### config.mk
export PLATFORM = sky130hd
export DESIGN_NAME = uart_rx_param
export DESIGN_NICKNAME = d
export VERILOG_FILES = /design/src/rtl/uart_rx_param.sv
export SDC_FILE = /design/constraint.sdc
export NUM_CORES = 1
export LEC_CHECK = 0
export CAP_MARGIN = 20
export CORE_MARGIN = 5
export CORE_UTILIZATION = 30
export CTS_CLUSTER_DIAMETER = 40
export DETAILED_ROUTE_END_ITERATION = 8
export PLACE_DENSITY = 0.57
export SYNTH_ARGS = -nofsm -noshare
export SYNTH_HDL_FRONTEND = slang
export SYNTH_SLANG_ARGS = --single-unit
### constraint.sdc
create_clock -name I_CLK -period 2.97 [get_ports I_CLK]
set_input_delay 0.594 -clock I_CLK [delete_from_list [all_inputs] [get_ports I_CLK]]
set_output_delay 0.594 -clock I_CLK [all_outputs]
set_load 0.1 [all_outputs]
### src/rtl/uart_rx_param.sv
// uart_rx_param: parametrised UART receiver with runtime parity, framing
// error detection and false-start rejection. Samples are taken on the
// shared oversampling baud tick.
// Optional build macro: UART_RX_MAJVOTE_EN enables 2-of-3 majority voting
// on every start/data/parity/stop sample; undefined gives single sampling.
module uart_rx_param #(
    parameter int unsigned DBITS       = 8,
    parameter int unsigned OVERSAMPLE  = 16,
    parameter int unsigned SB_TICKS    = 16,
    parameter int unsigned SYNC_STAGES = 3
) (
    input  logic             I_CLK,
    input  logic             I_RSTF,
    input  logic             I_RX,
    input  logic             I_BAUD_TICK,
    input  logic             I_PAR_EN,
    input  logic             I_PAR_ODD,
    output logic [DBITS-1:0] O_DATA,
    output logic             O_RX_DONE,
    output logic             O_PAR_ERR,
    output logic             O_FRM_ERR,
    output logic             O_BUSY
);

    localparam int unsigned S_MAX = (OVERSAMPLE > SB_TICKS) ? OVERSAMPLE : SB_TICKS;
    localparam int unsigned S_W   = $clog2(S_MAX);
    localparam int unsigned B_W   = $clog2(DBITS);

    localparam logic [S_W-1:0] S_HALF = S_W'(OVERSAMPLE / 2 - 1);
    localparam logic [S_W-1:0] S_FULL = S_W'(OVERSAMPLE - 1);
    localparam logic [S_W-1:0] S_STOP = S_W'(SB_TICKS - 1);
    localparam logic [B_W-1:0] B_LAST = B_W'(DBITS - 1);

    typedef enum logic [2:0] {
        ST_IDLE,
        ST_START,
        ST_DATA,
        ST_PARITY,
        ST_STOP
    } state_t;

    logic [SYNC_STAGES-1:0] r_sync;
    state_t                 r_state;
    logic [S_W-1:0]         r_s;
    logic [B_W-1:0]         r_b;
    logic [DBITS-1:0]       r_d;
    logic                   r_par_en;
    logic                   r_par_odd;
    logic                   r_par_err;
    logic [DBITS-1:0]       r_data;
    logic                   r_done;
    logic                   r_perr_out;
    logic                   r_ferr_out;
    logic                   r_busy;

    logic                   w_rx;
    logic                   w_bit;
    logic [S_W-1:0]         w_last;

    assign w_rx = r_sync[SYNC_STAGES-1];

    // Bring the asynchronous line into the clock domain; resets to idle-high
    always_ff @(posedge I_CLK or negedge I_RSTF) begin
        if (!I_RSTF) begin
            r_sync <= '1;
        end else begin
            r_sync <= {r_sync[SYNC_STAGES-2:0], I_RX};
        end
    end

    // Terminal sample-count value for the current state
    always_comb begin
        w_last = S_FULL;
        case (r_state)
            ST_START: w_last = S_HALF;
            ST_STOP:  w_last = S_STOP;
            default:  w_last = S_FULL;
        endcase
    end

`ifdef UART_RX_MAJVOTE_EN
    logic [1:0] r_vote;

    // Capture the two samples preceding the decision tick for the vote
    always_ff @(posedge I_CLK or negedge I_RSTF) begin
        if (!I_RSTF) begin
            r_vote <= 2'b11;
        end else if (I_BAUD_TICK && (r_state != ST_IDLE)) begin
            if (r_s == (w_last - S_W'(2))) r_vote[0] <= w_rx;
            if (r_s == (w_last - S_W'(1))) r_vote[1] <= w_rx;
        end
    end

    assign w_bit = (r_vote[0] & r_vote[1]) | (r_vote[0] & w_rx) | (r_vote[1] & w_rx);
`else
    assign w_bit = w_rx;
`endif

    // Frame FSM: counts ticks per state, assembles the word, registers results
    always_ff @(posedge I_CLK or negedge I_RSTF) begin
        if (!I_RSTF) begin
            r_state    <= ST_IDLE;
            r_s        <= '0;
            r_b        <= '0;
            r_d        <= '0;
            r_par_en   <= 1'b0;
            r_par_odd  <= 1'b0;
            r_par_err  <= 1'b0;
            r_data     <= '0;
            r_done     <= 1'b0;
            r_perr_out <= 1'b0;
            r_ferr_out <= 1'b0;
            r_busy     <= 1'b0;
        end else begin
            r_done <= 1'b0;
            if (r_state == ST_IDLE) begin
                if (!w_rx) begin
                    r_state   <= ST_START;
                    r_s       <= '0;
                    r_par_en  <= I_PAR_EN;
                    r_par_odd <= I_PAR_ODD;
                    r_par_err <= 1'b0;
                    r_busy    <= 1'b1;
                end
            end else if (I_BAUD_TICK) begin
                if (r_s != w_last) begin
                    r_s <= r_s + S_W'(1);
                end else begin
                    r_s <= '0;
                    case (r_state)
                        ST_START: begin
                            if (!w_bit) begin
                                r_state <= ST_DATA;
                                r_b     <= '0;
                            end else begin
                                r_state <= ST_IDLE;
                                r_busy  <= 1'b0;
                            end
                        end
                        ST_DATA: begin
                            r_d <= {w_bit, r_d[DBITS-1:1]};
                            if (r_b == B_LAST) begin
                                r_state <= r_par_en ? ST_PARITY : ST_STOP;
                            end else begin
                                r_b <= r_b + B_W'(1);
                            end
                        end
                        ST_PARITY: begin
                            r_par_err <= w_bit ^ (^r_d) ^ r_par_odd;
                            r_state   <= ST_STOP;
                        end
                        ST_STOP: begin
                            r_data     <= r_d;
                            r_perr_out <= r_par_err;
                            r_ferr_out <= ~w_bit;
                            r_done     <= 1'b1;
                            r_state    <= ST_IDLE;
                            r_busy     <= 1'b0;
                        end
                        default: begin
                            r_state <= ST_IDLE;
                            r_busy  <= 1'b0;
                        end
                    endcase
                end
            end
        end
    end

    assign O_DATA    = r_data;
    assign O_RX_DONE = r_done;
    assign O_PAR_ERR = r_perr_out;
    assign O_FRM_ERR = r_ferr_out;
    assign O_BUSY    = r_busy;

endmodule
Yosys cells after proc, flatten, opt, wreduce, memory -nomap -nowiden
Index checks and enable logic that the tools add are counted. W data, S select, Z words.

$add $sub $neg: 2. Muxes and demuxes: 31. Reduce and logical (&&, ||, !) cells: 14. Bitwise operators: 5. Equality and inequality tests: 13.

Operator list (number): $mux W3 (8); $mux W4 (5); $reduce_and A4 Y1 (4); $mux W1 (14); $pmux W3 S3 (1); $ne A2 B2 Y1 const B (4); $reduce_xor A8 Y1 (1); $eq A3 B2 Y1 const B (2); $eq A3 B3 Y1 const B (2); $ne A3 B3 Y1 const B (2); $pmux W3 S2 (1); $reduce_and A6 Y1 (1); $reduce_bool A2 Y1 (3); $reduce_and A5 Y1 (1); $add A4 B1 Y4 const B (1); $ne A4 B4 Y1 (1); $reduce_and A2 Y1 (2); $add A3 B1 Y3 const B (1); $eq A3 B1 Y1 const B (1); $logic_not A3 Y1 (1); $not A1 Y1 (3); $mux W2 (1); $ne A2 B1 Y1 const B (1); $pmux W1 S2 (1); other kinds (2) (3).

Bits in registers: 36. Bits of input ports: 6. Logic and storage cells: 78.

Depth between registers and ports, before layout
Word-level depth: 7. Mapped depth: 6. Depth with buffers taken out: 6.

Worst setup path before layout
Ideal clock, no wire load.

Kind: input to register. Start point: input port I_BAUD_TICK. End point: register r_d[0]. Stages: 4. Data required time: 2.845 ns. Setup slack: 1.249 ns. Arrival time: 1.596 ns. Path buffers: 0. Cells stage by stage: and3_1 -> nand4b_1 -> nor2_2 -> mux2_2.

Word-level cells in the longest chain between the ends: 1.

Ends and longest elaborated chain: from (decl) (line 15) `input logic I_BAUD_TICK,`; $reduce_and A4 Y1 (no line); to (signal assigned) (line 141) `r_d <= {w_bit, r_d[DBITS-1:1]};`; to (decl) (line 46) `logic [DBITS-1:0] r_d;`.

Every way passes these cells. A chain may end at the register's enable or synchronous reset.

Worst setup path in the final report
Start point: input port I_BAUD_TICK. End point: register r_d[4].

Same word-level chain as after synthesis.

==> results.py <==
metrics = {
    "critical_path": {
        "r2r_slack_ns": 1.03,
        "crit_required_ns": 3.14,
        "cpMaxStageDelayCell": "clkdlybuf4s50_1",
        "cp_cell_sequence": "clkdlybuf4s50_1 -> and3_1 -> nand4b_1 -> nor2_2 -> mux2_2",
        "crit_family": "simple AND/OR/NAND/NOR gates",
        "crit_path_start_kind": "primary input",
        "critPathBufInv": 1,
        "path_depth": 5,
        "worstSetupPathType": "primary input to flop",
        "max_stage_delay_ns": 0.57,
        "cp-end-kind": "flop",
        "crit_arrival_ns": 2.40,
        "cp_max_fo": 8,
        "r2r_cells": 5,
    },
    "cells_and_area": {
        "fin_nets": 166,
        "postLayoutCellArea_sq_um": 1990,
        "diodes": 0,
        "post-route-util_pct": 36.5,
        "drive_above_1_share_pct": 30.4,
        "syn2layout_area_growth_pct": 19.8,
    },
    "route": {
        "vias": 1087,
        "drc": 0,
        "route.met2.wl_microns": 1470,
        "wl_microns": 3020,
        "drt_first_pass_iters": 4,
        "top_layer_used": "met4",
        "wire_per_inst_microns": 13.1,
        "wl_met3_microns": 120,
        "ant_nets": 0,
        "drt-met1-wl_microns": 1390,
        "detail_route.iter0.violations": 78,
        "vias_per_cell": 4.73,
    },
    "hold_path": {
        "min_delay_path_depth": 0,
        "hold_class": "flop to flop",
    },
    "clocking": {
        "cts_buffers": 5,
        "cts_tree": "yes",
        "clk_pin_slew_ns": 0.07,
        "max-clock-path-buffers": 2,
        "ctsHoldBuffers": 0,
        "clock_sink_count": 36,
        "htree_levels": 2,
        "root_buffer": "clkbuf_8",
        "cts_setup_buffers": 0,
        "clkLatencyLatePin_ns": 0.28,
        "cts_resized": 0,
    },
    "logic_synthesis": {
        "synth_ff_type": "dfrtp_1",
        "synth_top_cells_by_count": "dfrtp_1 (33), mux2_2 (19), nand2_1 (10)",
        "synth_seq_cells": 36,
        "yosys-top-cells-area": "dfrtp_1 (50%), mux2_2 (13%), dfstp_2 (4.8%)",
        "syn_nets": 145,
        "synth_most_common_cell": "dfrtp_1",
        "synth_area_sq_um": 1660,
        "ys_seq_area_share_pct": 54.5,
        "synth-edff-count": 0,
        "synth-async-reset-ratio_pct": 100,
        "synth_area_per_cell_sq_um": 12.2,
        "syn_inst": 136,
        "yosys_warnings": 0,
        "synth.distinct_cells": 39,
        "synth_top_area_cell": "dfrtp_1",
        "synth_top_area_share_pct": 49.8,
    },
    "global_route": {
        "grt_max_degree": 37,
        "grt_pass1_wl_microns": 5460,
        "grt_pass1_vias": 1189,
        "antenna_found_initial": 0,
        "grt_overflow": 0,
        "grt_use_total_pct": 9.49,
    },
    "die": {
        "dieArea_sq_um": 7120,
        "fp.dieH_microns": 84.4,
        "die_w_microns": 84.4,
        "core_sq_um": 5440,
        "ioPinCount": 18,
        "start_util_pct": 30.5,
        "row_count": 27,
    },
    "placement": {
        "gp_congestion": 0.768,
        "dp_hpwl_microns": 2110,
        "port_buffers": 17,
        "place_area_sq_um": 1880,
    },
    "timing": {
        "slew_headroom_pct": 65.5,
        "final-setup-viol-count": 0,
        "holdWs_ns": 0.356,
        "post-route-min-period_ns": 2.23,
        "worst_clock_skew_ns": 0.00754,
        "finalSetupTns_ns": 0,
        "hold_violations": 0,
        "period_share_pct": 74.9,
        "rsz0062_at_grt": "no",
        "tightest_slew_ns": 0.513,
        "final_max_slew_viol_count": 0,
        "clock.fmax_mhz": 449,
    },
    "outcome": {
        "status": "complete, no violations",
    },
    "power_and_ir_drop": {
        "power_density_nw_per_um2": 635,
        "leakage_uw": 0.000911,
        "p_total_uw": 1260,
        "ir_drop_v": 0.000291,
    },
    "flow_run": {
        "max_cap_violations": 0,
    },
}
## flip-flops by register name, indices dropped and copies added (netlist names), 3 cells and up
| register | count |
|---|---|
| r_b | 3 |
| r_state | 3 |
| r_sync | 3 |
| r_d | 8 |
| r_s | 4 |
| O_DATA | 8 |
## layout by cell type, fill, tap and decap left out, types with 2 or more instances in the layout
cell             instances
dfrtp_1                 33
mux2_2                  19
buf_4                   15
nand2_1                 10
xnor2_1                  7
nor2_1                   7
o21ai_0                  7
clkbuf_8                 5
clkdlybuf4s50_1          5
nand3_1                  3
nor4_1                   3
a22o_1                   3
inv_1                    3
nor3_1                   3
ha_1                     3
dfstp_2                  3
and3_1                   2
a211o_1                  2
xor2_1                   2
o31ai_1                  2
## logic make-up after synthesis
group,share of synthesized area [%]
AND/OR/NAND/NOR,11.5
flip-flops,54.5
AO/OA/AOI/OAI,9.20
multiplexers,13.5
XOR/XNOR,6.11
buffers and inverters,2.87
adder cells (fa/ha/maj),2.26
## through the flow
stage / setup slack, ns / cells
after floorplan: 1.25 / 136
after global placement: 0.515 / 222
after detailed placement: 0.478 / 222
after CTS: 0.772 / 230
after global routing: 0.631 / 230
final: 0.745 / 230
## final timing paths
kind | to | from
max reg2reg | O_DATA[2] | r_state[0]
min | r_sync[1] | r_sync[0]
max | r_d[4] | I_BAUD_TICK
max in group asynchronous | r_sync[0] | I_RSTF
min in group asynchronous | r_d[6] | I_RSTF
min reg2reg | r_sync[1] | r_sync[0]
## report_power, final
group	switching (uW)	internal (uW)	total (uW)
sequential	95.4	545	641
combinational	94.5	106	201
clock	172	248	420
## metal layers
layer	vias to the layer above	global-route usage [%]
li1	531	-
met1	531	11.2
met2	21	15.9
met3	4	3.43
met4	0	3.45
met5	-	0
## layout make-up
| cell class | count | area (sq um) |
|---|---|---|
| timing repair buffer | 20 | 163 |
| tap | 72 | 90.1 |
| clock inverter | 3 | 42.5 |
| clock buffer | 5 | 68.8 |
| fill | 531 | 3450 |
| inverter | 3 | 11.3 |
| multi-input combinational | 91 | 707 |
| sequential | 36 | 905 |
No activity file was read; power rests on OpenSTA's default activity.
